[src/rtl/systolic_feeder_ws.sv]
// Edge sequencer for a weight-stationary systolic array: preloads weight rows,
// then streams row-skewed activation vectors and drains with zero bubbles.
module systolic_feeder_ws #(
    parameter int unsigned WORDWIDTH = 8,
    parameter int unsigned ROWS      = 4,
    parameter int unsigned COLS      = 4,
    parameter int unsigned CNTWIDTH  = 16
) (
    input  logic                      clk,
    input  logic                      reset_n,
    input  logic                      start,
    input  logic [CNTWIDTH-1:0]       num_vectors,
    input  logic                      w_valid,
    output logic                      w_ready,
    input  logic [WORDWIDTH*COLS-1:0] w_data,
    input  logic                      a_valid,
    output logic                      a_ready,
    input  logic [WORDWIDTH*ROWS-1:0] a_data,
    output logic                      mode,
    output logic                      w_shift,
    output logic [WORDWIDTH*COLS-1:0] w_out,
    output logic [ROWS-1:0]           enable_out,
    output logic [WORDWIDTH*ROWS-1:0] a_out,
    output logic                      busy,
    output logic                      done
);

    localparam int unsigned DRAIN_LEN = ROWS + COLS - 1;
    localparam int unsigned DW        = $clog2(DRAIN_LEN + 1);
    localparam int unsigned BW        = $clog2(ROWS + 1);

    typedef enum logic [1:0] {IDLE, LOAD_W, STREAM, DRAIN} state_t;

    state_t              state, next_state;
    logic [CNTWIDTH-1:0] nv_q, acc_cnt;
    logic [BW-1:0]       beat_cnt;
    logic [DW-1:0]       drain_cnt;

    logic w_acc, a_acc, last_beat, last_vec, drain_last, zero_job;

    logic                      w_ready_d, a_ready_d, mode_d, w_shift_d, busy_d, done_d;
    logic [WORDWIDTH*COLS-1:0] w_out_d;

    assign w_acc      = w_valid && w_ready && (state == LOAD_W);
    assign a_acc      = a_valid && a_ready && (state == STREAM);
    assign last_beat  = w_acc && (beat_cnt == BW'(ROWS - 1));
    assign last_vec   = a_acc && (acc_cnt == nv_q - CNTWIDTH'(1));
    assign drain_last = (drain_cnt == DW'(DRAIN_LEN - 1));
    assign zero_job   = (state == IDLE) && start && (num_vectors == '0);

    // State register and per-state counters (cleared whenever their state is left)
    always_ff @(posedge clk) begin
        if (!reset_n) begin
            state     <= IDLE;
            nv_q      <= '0;
            acc_cnt   <= '0;
            beat_cnt  <= '0;
            drain_cnt <= '0;
        end else begin
            state <= next_state;
            if ((state == IDLE) && start && (num_vectors != '0))
                nv_q <= num_vectors;
            beat_cnt  <= (state != LOAD_W) ? '0 : (w_acc ? beat_cnt + BW'(1) : beat_cnt);
            acc_cnt   <= (state != STREAM) ? '0 : (a_acc ? acc_cnt + CNTWIDTH'(1) : acc_cnt);
            drain_cnt <= (state != DRAIN)  ? '0 : drain_cnt + DW'(1);
        end
    end

    always_comb begin
        next_state = state;
        case (state)
            IDLE:    if (start && (num_vectors != '0)) next_state = LOAD_W;
            LOAD_W:  if (last_beat)  next_state = STREAM;
            STREAM:  if (last_vec)   next_state = DRAIN;
            DRAIN:   if (drain_last) next_state = IDLE;
            default: next_state = IDLE;
        endcase
    end

    // mode lags the LOAD_W->STREAM transition so the last weight shift sees mode=0
    always_comb begin
        w_ready_d = 1'b0;
        a_ready_d = 1'b0;
        mode_d    = 1'b0;
        w_shift_d = 1'b0;
        w_out_d   = '0;
        busy_d    = 1'b0;
        done_d    = 1'b0;
        w_ready_d = (next_state == LOAD_W);
        a_ready_d = (next_state == STREAM);
        mode_d    = ((state == STREAM) && (next_state == STREAM)) || (next_state == DRAIN);
        w_shift_d = w_acc;
        w_out_d   = w_acc ? w_data : '0;
        busy_d    = (next_state != IDLE);
        done_d    = zero_job || ((state == DRAIN) && drain_last);
    end

    always_ff @(posedge clk) begin
        if (!reset_n) begin
            w_ready <= 1'b0;
            a_ready <= 1'b0;
            mode    <= 1'b0;
            w_shift <= 1'b0;
            w_out   <= '0;
            busy    <= 1'b0;
            done    <= 1'b0;
        end else begin
            w_ready <= w_ready_d;
            a_ready <= a_ready_d;
            mode    <= mode_d;
            w_shift <= w_shift_d;
            w_out   <= w_out_d;
            busy    <= busy_d;
            done    <= done_d;
        end
    end

    // Row r: common input stage plus r delay stages; idle cycles inject bubbles
    for (genvar r = 0; r < ROWS; r++) begin : g_row
        logic [WORDWIDTH-1:0] sd [r+1];
        logic                 se [r+1];

        always_ff @(posedge clk) begin
            if (!reset_n) begin
                for (int k = 0; k <= r; k++) begin
                    sd[k] <= '0;
                    se[k] <= 1'b0;
                end
            end else begin
                sd[0] <= a_acc ? a_data[r*WORDWIDTH +: WORDWIDTH] : '0;
                se[0] <= a_acc;
                for (int k = 1; k <= r; k++) begin
                    sd[k] <= sd[k-1];
                    se[k] <= se[k-1];
                end
            end
        end

        assign a_out[r*WORDWIDTH +: WORDWIDTH] = sd[r];
        assign enable_out[r]                   = se[r];
    end

endmodule

[config.mk]
export PLATFORM = sky130hd
export DESIGN_NAME = systolic_feeder_ws
export DESIGN_NICKNAME = d
export VERILOG_FILES = /design/src/rtl/systolic_feeder_ws.sv
export SDC_FILE = /design/constraint.sdc
export NUM_CORES = 1
export LEC_CHECK = 0
export BUFFER_PORTS_ARGS = -buffer_cell sky130_fd_sc_hd__clkbuf_2
export CAP_MARGIN = 20
export CORE_MARGIN = 1.5
export CORE_UTILIZATION = 47
export CTS_CLUSTER_SIZE = 30
export DETAILED_ROUTE_END_ITERATION = 8
export PLACE_DENSITY = 0.78
export SLEW_MARGIN = 20
export SYNTH_ARGS = -nofsm -noshare
export SYNTH_HDL_FRONTEND = slang
export SYNTH_SLANG_ARGS = --single-unit
[constraint.sdc]
create_clock -name clk -period 2 [get_ports clk]
set_input_delay 0 -clock clk [delete_from_list [all_inputs] [get_ports clk]]
set_output_delay 0 -clock clk [all_outputs]
set_load 0.01 [all_outputs]
**Yosys cells after proc, flatten, opt, wreduce, memory -nomap -nowiden**

Memories as Yosys holds them, arrays and structs flattened.
Index checks and enable logic that the tools add are counted.

- Add/sub/neg operators: 4
- Mux-type cells: 33
- Reduce and logical (&&, ||, !) cells: 24
- Bitwise logic cells: 19
- Equality and inequality tests: 12

Operators with widths:

| kind | count |
|---|---|
| $mux 8 | 14 |
| $or 1x1->1 | 18 |
| $add 16x1->16 const B | 1 |
| $eq 16x16->1 | 1 |
| $logic_not 16->1 | 1 |
| $reduce_bool 16->1 | 1 |
| $sub 16x1->16 const B | 1 |
| $mux 1 | 14 |
| $logic_and 1x1->1 | 12 |
| $eq 2x2->1 const B | 4 |
| $mux 2 | 4 |
| $pmux 2 s4 | 1 |
| $reduce_or 8->1 | 1 |
| $add 3x1->3 const B | 2 |
| $reduce_or 2->1 | 3 |
| $eq 2x1->1 const B | 2 |
| $ne 2x2->1 const B | 2 |
| $eq 3x2->1 const B | 1 |
| $eq 3x3->1 const B | 1 |
| $logic_not 2->1 | 1 |
| $logic_or 1x1->1 | 2 |
| $ne 2x1->1 const B | 1 |
| $reduce_and 2->1 | 1 |
| $reduce_bool 2->1 | 1 |
| other kinds (2) | 2 |

- Flip-flop bits (word level): 78
- Logic and storage cells: 112
- Output and inout port bits: 74
- RAM bits: 90
- Input port bits: 85
- Memories: 8

Memory list:

| memory | words | width | rd ports | clocked after Yosys merged registers in | write ports | line | text |
|---|---|---|---|---|---|---|---|
| g_row[3].sd | 4 | 8 | 4 | 0 | 4 | 120 | `logic [WORDWIDTH-1:0] sd [r+1];` |
| g_row[2].sd | 3 | 8 | 3 | 0 | 3 | 120 |  |
| g_row[1].sd | 2 | 8 | 2 | 0 | 2 | 120 |  |
| g_row[0].sd | 1 | 8 | 1 | 0 | 1 | 120 |  |
| g_row[3].se | 4 | 1 | 4 | 0 | 4 | 121 | `logic se [r+1];` |
| g_row[2].se | 3 | 1 | 3 | 0 | 3 | 121 |  |
| +2 memories | - | - | - | - | - | - |  |

**Logic depth before layout (Yosys ltp)**

- Depth after elaboration: 8
- Depth in mapped cells: 8
- Depth with buffers taken out: 8

**Least setup slack after synthesis**

Ideal clock, no wire load.

- Path type: flip-flop to flip-flop
- From: register nv_q[0]
- To: register a_ready
- Setup slack: 0.018 ns
- Data arrival time: 1.867 ns
- Buffers on the path: 0
- Clock period less this slack: 1.982 ns
- Required time: 1.885 ns
- Setup time: 0.115 ns
- Stages on the path, launching flop included: 9
- Cells stage by stage: dfxtp_1 -> inv_1 -> ha_1 -> xnor2_1 -> xnor2_1 -> or4_1 -> nor4_2 -> a41oi_1 -> and2_1

- Word-level cells in the longest chain between the ends: 6

RTL lines:

| element | line | text |
|---|---|---|
| from (decl) | 35 | `logic [CNTWIDTH-1:0] nv_q, acc_cnt;` |
| from (signal assigned) | 62 | `nv_q <= num_vectors;` |
| $sub 16x1->16 | 47 | `assign last_vec = a_acc && (acc_cnt == nv_q - CNTWIDTH'(1));` |
| $eq 16x16->1 | 47 |  |
| $logic_and 1x1->1 | 47 |  |
| $mux 2 | 74 | `STREAM: if (last_vec) next_state = DRAIN;` |
| $pmux 2 s4 | 71 | `case (state)` |
| $eq 2x2->1 | 90 | `a_ready_d = (next_state == STREAM);` |
| to (signal assigned) | 109 | `a_ready <= a_ready_d;` |
| to (decl) | 17 | `output logic a_ready,` |

Every way passes these cells.
A chain may end at the register's enable or synchronous reset.

**Worst setup path after layout**

- From: register nv_q[1]
- To: register a_ready

The elaborated chain is that of the path after synthesis.

==> metrics.cfg <==
[global_routing]
wire_length_of_the_first_global_routing_pass_um=20900
grt_util_all_layers_pct=20.8
grt_antenna_before_repair=0
grt_met3_usage_pct=5.63
grt_max_degree=56
grt_util_met2_pct=37.2
grt-busiest-layer=met2
grt_pass1_vias=4512
grt.overflow.total=0
met1_usage_pct=21.8

[sta]
setup_tns_ns=0
final_hold_viol_count=0
fin_crit_sh_pct=99.8
max_frequency_ghz=0.501
slew_headroom_pct=58.3
rsz0062_at_grt=yes
slew_violations=0
setup-violations-final=0
clock_skew_ns=0.0109
min_period_ns=2.00
slew_at_the_pin_with_the_worst_max_slew_slack_ns=0.624

[clock_tree]
cts-root-to-sink-buffers=2
cts.reportedPaths.clkPinSlew_ns=0.06
h-tree-depth=4
clock_insertion_delay_worst_skew_ns=0.42
cts_root_buffer=sky130_fd_sc_hd__clkbuf_16
cts_made_buffers=17
numClockSinks=166
cts_tree=built
post_cts_setup_buffer_count=0

[routing]
detailroute.via_count=4520
drc_errors=0
first_pass_iters=4
route.antenna.remaining_nets=0
drt_iter0_markers=271
viasPerCell=4.86
routed_wl_um=13100
wl_per_cell_um=14.1

[worst_setup_path]
worst-endpoint-arrival_ns=2.31
critPathRequiredTime_ns=2.31
path_max_fanout=2
crit_path_end_kind=flop
worstSetupStartpointType=flop
worstSetupPathType=flop to flop

[pwr]
netSwitchingPower_w=0.00154
power.static_leakage_nw=3.71
sw_frac_of_total_pct=22.2
share_clk_of_total_power_pct=43.4
power.density_mw_per_mm2=864
p_int_w=0.00539
power.ir.vdd_worst_uv=578
part_of_the_power_in_registers_pct=48.7
power_frac_comb_pct=7.9
totalPowerFinal_w=0.00693

[min_path]
hold_class=input pin to flop

[floorplanning]
rows=40
die_height_um=113
i_o_pin_total=159
coreArea_sq_mm=0.0120
fp.dieArea_sq_mm=0.0129
start_util_pct=47.9
chipWidth_um=113

[placed_design]
detailed_place_hpwl_um=7920
placedInstanceArea_sq_mm=0.00656
io_buffer_count=158
gpl.final_weighted_congestion=0.957

[run_status]
status=completed

[synthesis]
post_synth_instance_area_sq_mm=0.00573
synthesis.area_per_instance_sq_um=10.6
synth.top_cell.area_share_pct=58.0
synthDistinctLibCells=40
mappedNetlistNets=633
netlist.top_cell.by_area=sky130_fd_sc_hd__dfxtp_1
post_synth_inst_count=542
proportion_of_synthesized_chip_area_in_sequential_cells_pct=58.0
synth_async_sr_flop_share_pct=0
ys_top_cells_by_area=sky130_fd_sc_hd__dfxtp_1 58%, sky130_fd_sc_hd__and2_1 9.9%, sky130_fd_sc_hd__and3_1 3.8%
ys_dominant_reg_cell=sky130_fd_sc_hd__dfxtp_1
yosys_warnings=0
synth_seq_cells=166
edff_count_synth=0

[finish]
mostFrequentLayoutCell=sky130_fd_sc_hd__dfxtp_1
final_net_count=863
register_area_sq_mm=0.00333
layout.cells.most_common_list=163 x sky130_fd_sc_hd__dfxtp_1, 158 x sky130_fd_sc_hd__clkbuf_2, 91 x sky130_fd_sc_hd__and2_1, 85 x sky130_fd_sc_hd__dlygate4sd3_1, 35 x sky130_fd_sc_hd__and3_1
core_occupancy_in_the_finished_layout_pct=67.1
multi_input_area_sq_mm=0.00219
synthToLayoutAreaGrowth_pct=39.9
diodes=0
final_layout_size_suffix_gt1_share_pct=27.6
final.fill_count=831
finalInstanceArea_sq_mm=0.00802

[flow_run]
max_cap_violations=0

[worst max-delay path: stages (launching register included)]
cell and delay [ns]:
sky130_fd_sc_hd__dfxtp_2 0.34, sky130_fd_sc_hd__inv_2 0.04, sky130_fd_sc_hd__ha_4 0.25, sky130_fd_sc_hd__xor2_1 0.13, sky130_fd_sc_hd__nand3_1 0.10, sky130_fd_sc_hd__or4_4 0.54, sky130_fd_sc_hd__nor4_4 0.15, sky130_fd_sc_hd__a41oi_2 0.16
sky130_fd_sc_hd__and2_1 0.18
[stage by stage]
stage | hold slack (ns) | worst slack (ns) | instances
after floorplan | 0.122 | 0.0180 | 542
after global placement | 0.200 | 0.0135 | 815
after detailed placement | 0.203 | -0.0204 | 815
after CTS | 0.295 | -0.0423 | 930
after global routing | 0.308 | -0.106 | 930
final | 0.319 | 0.00334 | 930
[final timing paths]
path | startpoint | slack, ns | cells after the start | to
max | nv_q[1]$_SDFFE_PN0P_ | 0.003 | 8 | a_ready$_SDFF_PN0_
max reg2reg | nv_q[1]$_SDFFE_PN0P_ | 0.003 | 8 | a_ready$_SDFF_PN0_
min reg2reg | g_row[3].se[2]$_DFF_P_ | 0.43 | 1 | g_row[3].se[3]$_DFF_P_
min | w_data[7] | 0.32 | 3 | w_out[7]$_SDFF_PN0_
[cells by family after synthesis]
| kind of cell | after synthesis | synth area share, % |
|---|---|---|
| compound gates | 23 | 2.57 |
| xor+xnor | 38 | 5.80 |
| fa+ha+maj | 6 | 1.31 |
| buf+inv | 53 | 4.95 |
| flops | 166 | 58.0 |
| mux | 17 | 2.97 |
| simple gates | 239 | 24.4 |
[layer usage]
| metal | vias to the layer above | wire length, um |
|---|---|---|
| met2 | 151 | 6870 |
| met5 | - | 0 |
| met4 | 0 | 510 |
| met1 | 2094 | 5120 |
| li1 | 2233 | - |
| met3 | 42 | 640 |
[sequential cells by signal (all words and copies together), names as in the netlist]
register and count:
g_row.sd 80, w_out 32, acc_cnt 16, nv_q 16
g_row.se 8, beat_cnt 3, drain_cnt 3, state 2
a_ready 1, busy 1, done 1, mode 1
w_ready 1, w_shift 1
[cell type report]
type	instances	share of cell area, %
sequential	166	41.5
tap	147	2.29
clock inverter	10	1.25
inverter	6	0.281
timing repair buffer	258	21.9
multi-input combinational	323	27.3
clock buffer	20	5.57
[timing repair]
item | CTS | global route
setup endpoints to repair | 1 | 3
hold buffers | 85 | 0
gates resized for setup | 0 | 16
endpoints found under the hold margin | 89 | 0
[synth_stat cells, types with 2 or more instances]
master and count:
sky130_fd_sc_hd__or4_1 4, sky130_fd_sc_hd__xor2_1 21, sky130_fd_sc_hd__nor2b_1 18, sky130_fd_sc_hd__buf_4 19
sky130_fd_sc_hd__dfxtp_1 166, sky130_fd_sc_hd__nor4_1 6, sky130_fd_sc_hd__and3_1 35, sky130_fd_sc_hd__or3_1 2
sky130_fd_sc_hd__o21ai_0 6, sky130_fd_sc_hd__ha_1 6, sky130_fd_sc_hd__nand3_1 15, sky130_fd_sc_hd__nand2_1 12
sky130_fd_sc_hd__and4_1 2, sky130_fd_sc_hd__nand3b_1 3, sky130_fd_sc_hd__nor3b_1 2, sky130_fd_sc_hd__and2_1 91
sky130_fd_sc_hd__buf_2 5, sky130_fd_sc_hd__nor2_1 29, sky130_fd_sc_hd__nor3_1 4, sky130_fd_sc_hd__nand4_1 10
sky130_fd_sc_hd__clkbuf_1 22, sky130_fd_sc_hd__mux2i_1 17, sky130_fd_sc_hd__o211ai_1 2, sky130_fd_sc_hd__nand2b_1 2
sky130_fd_sc_hd__a31oi_1 2, sky130_fd_sc_hd__a21oi_1 6, sky130_fd_sc_hd__inv_1 6, sky130_fd_sc_hd__xnor2_1 17
[power by group through the flow]
stage	Combinational, W	Clock [W]	Sequential [W]
after floorplan	0.000229	0	0.00344
after global placement	0.000375	0	0.00344
after detailed placement	0.000381	0	0.00344
after CTS	0.000514	0.00306	0.00337
after global routing	0.000591	0.00321	0.00338
final	0.000545	0.00301	0.00338
(Power assumes the default switching activity.)
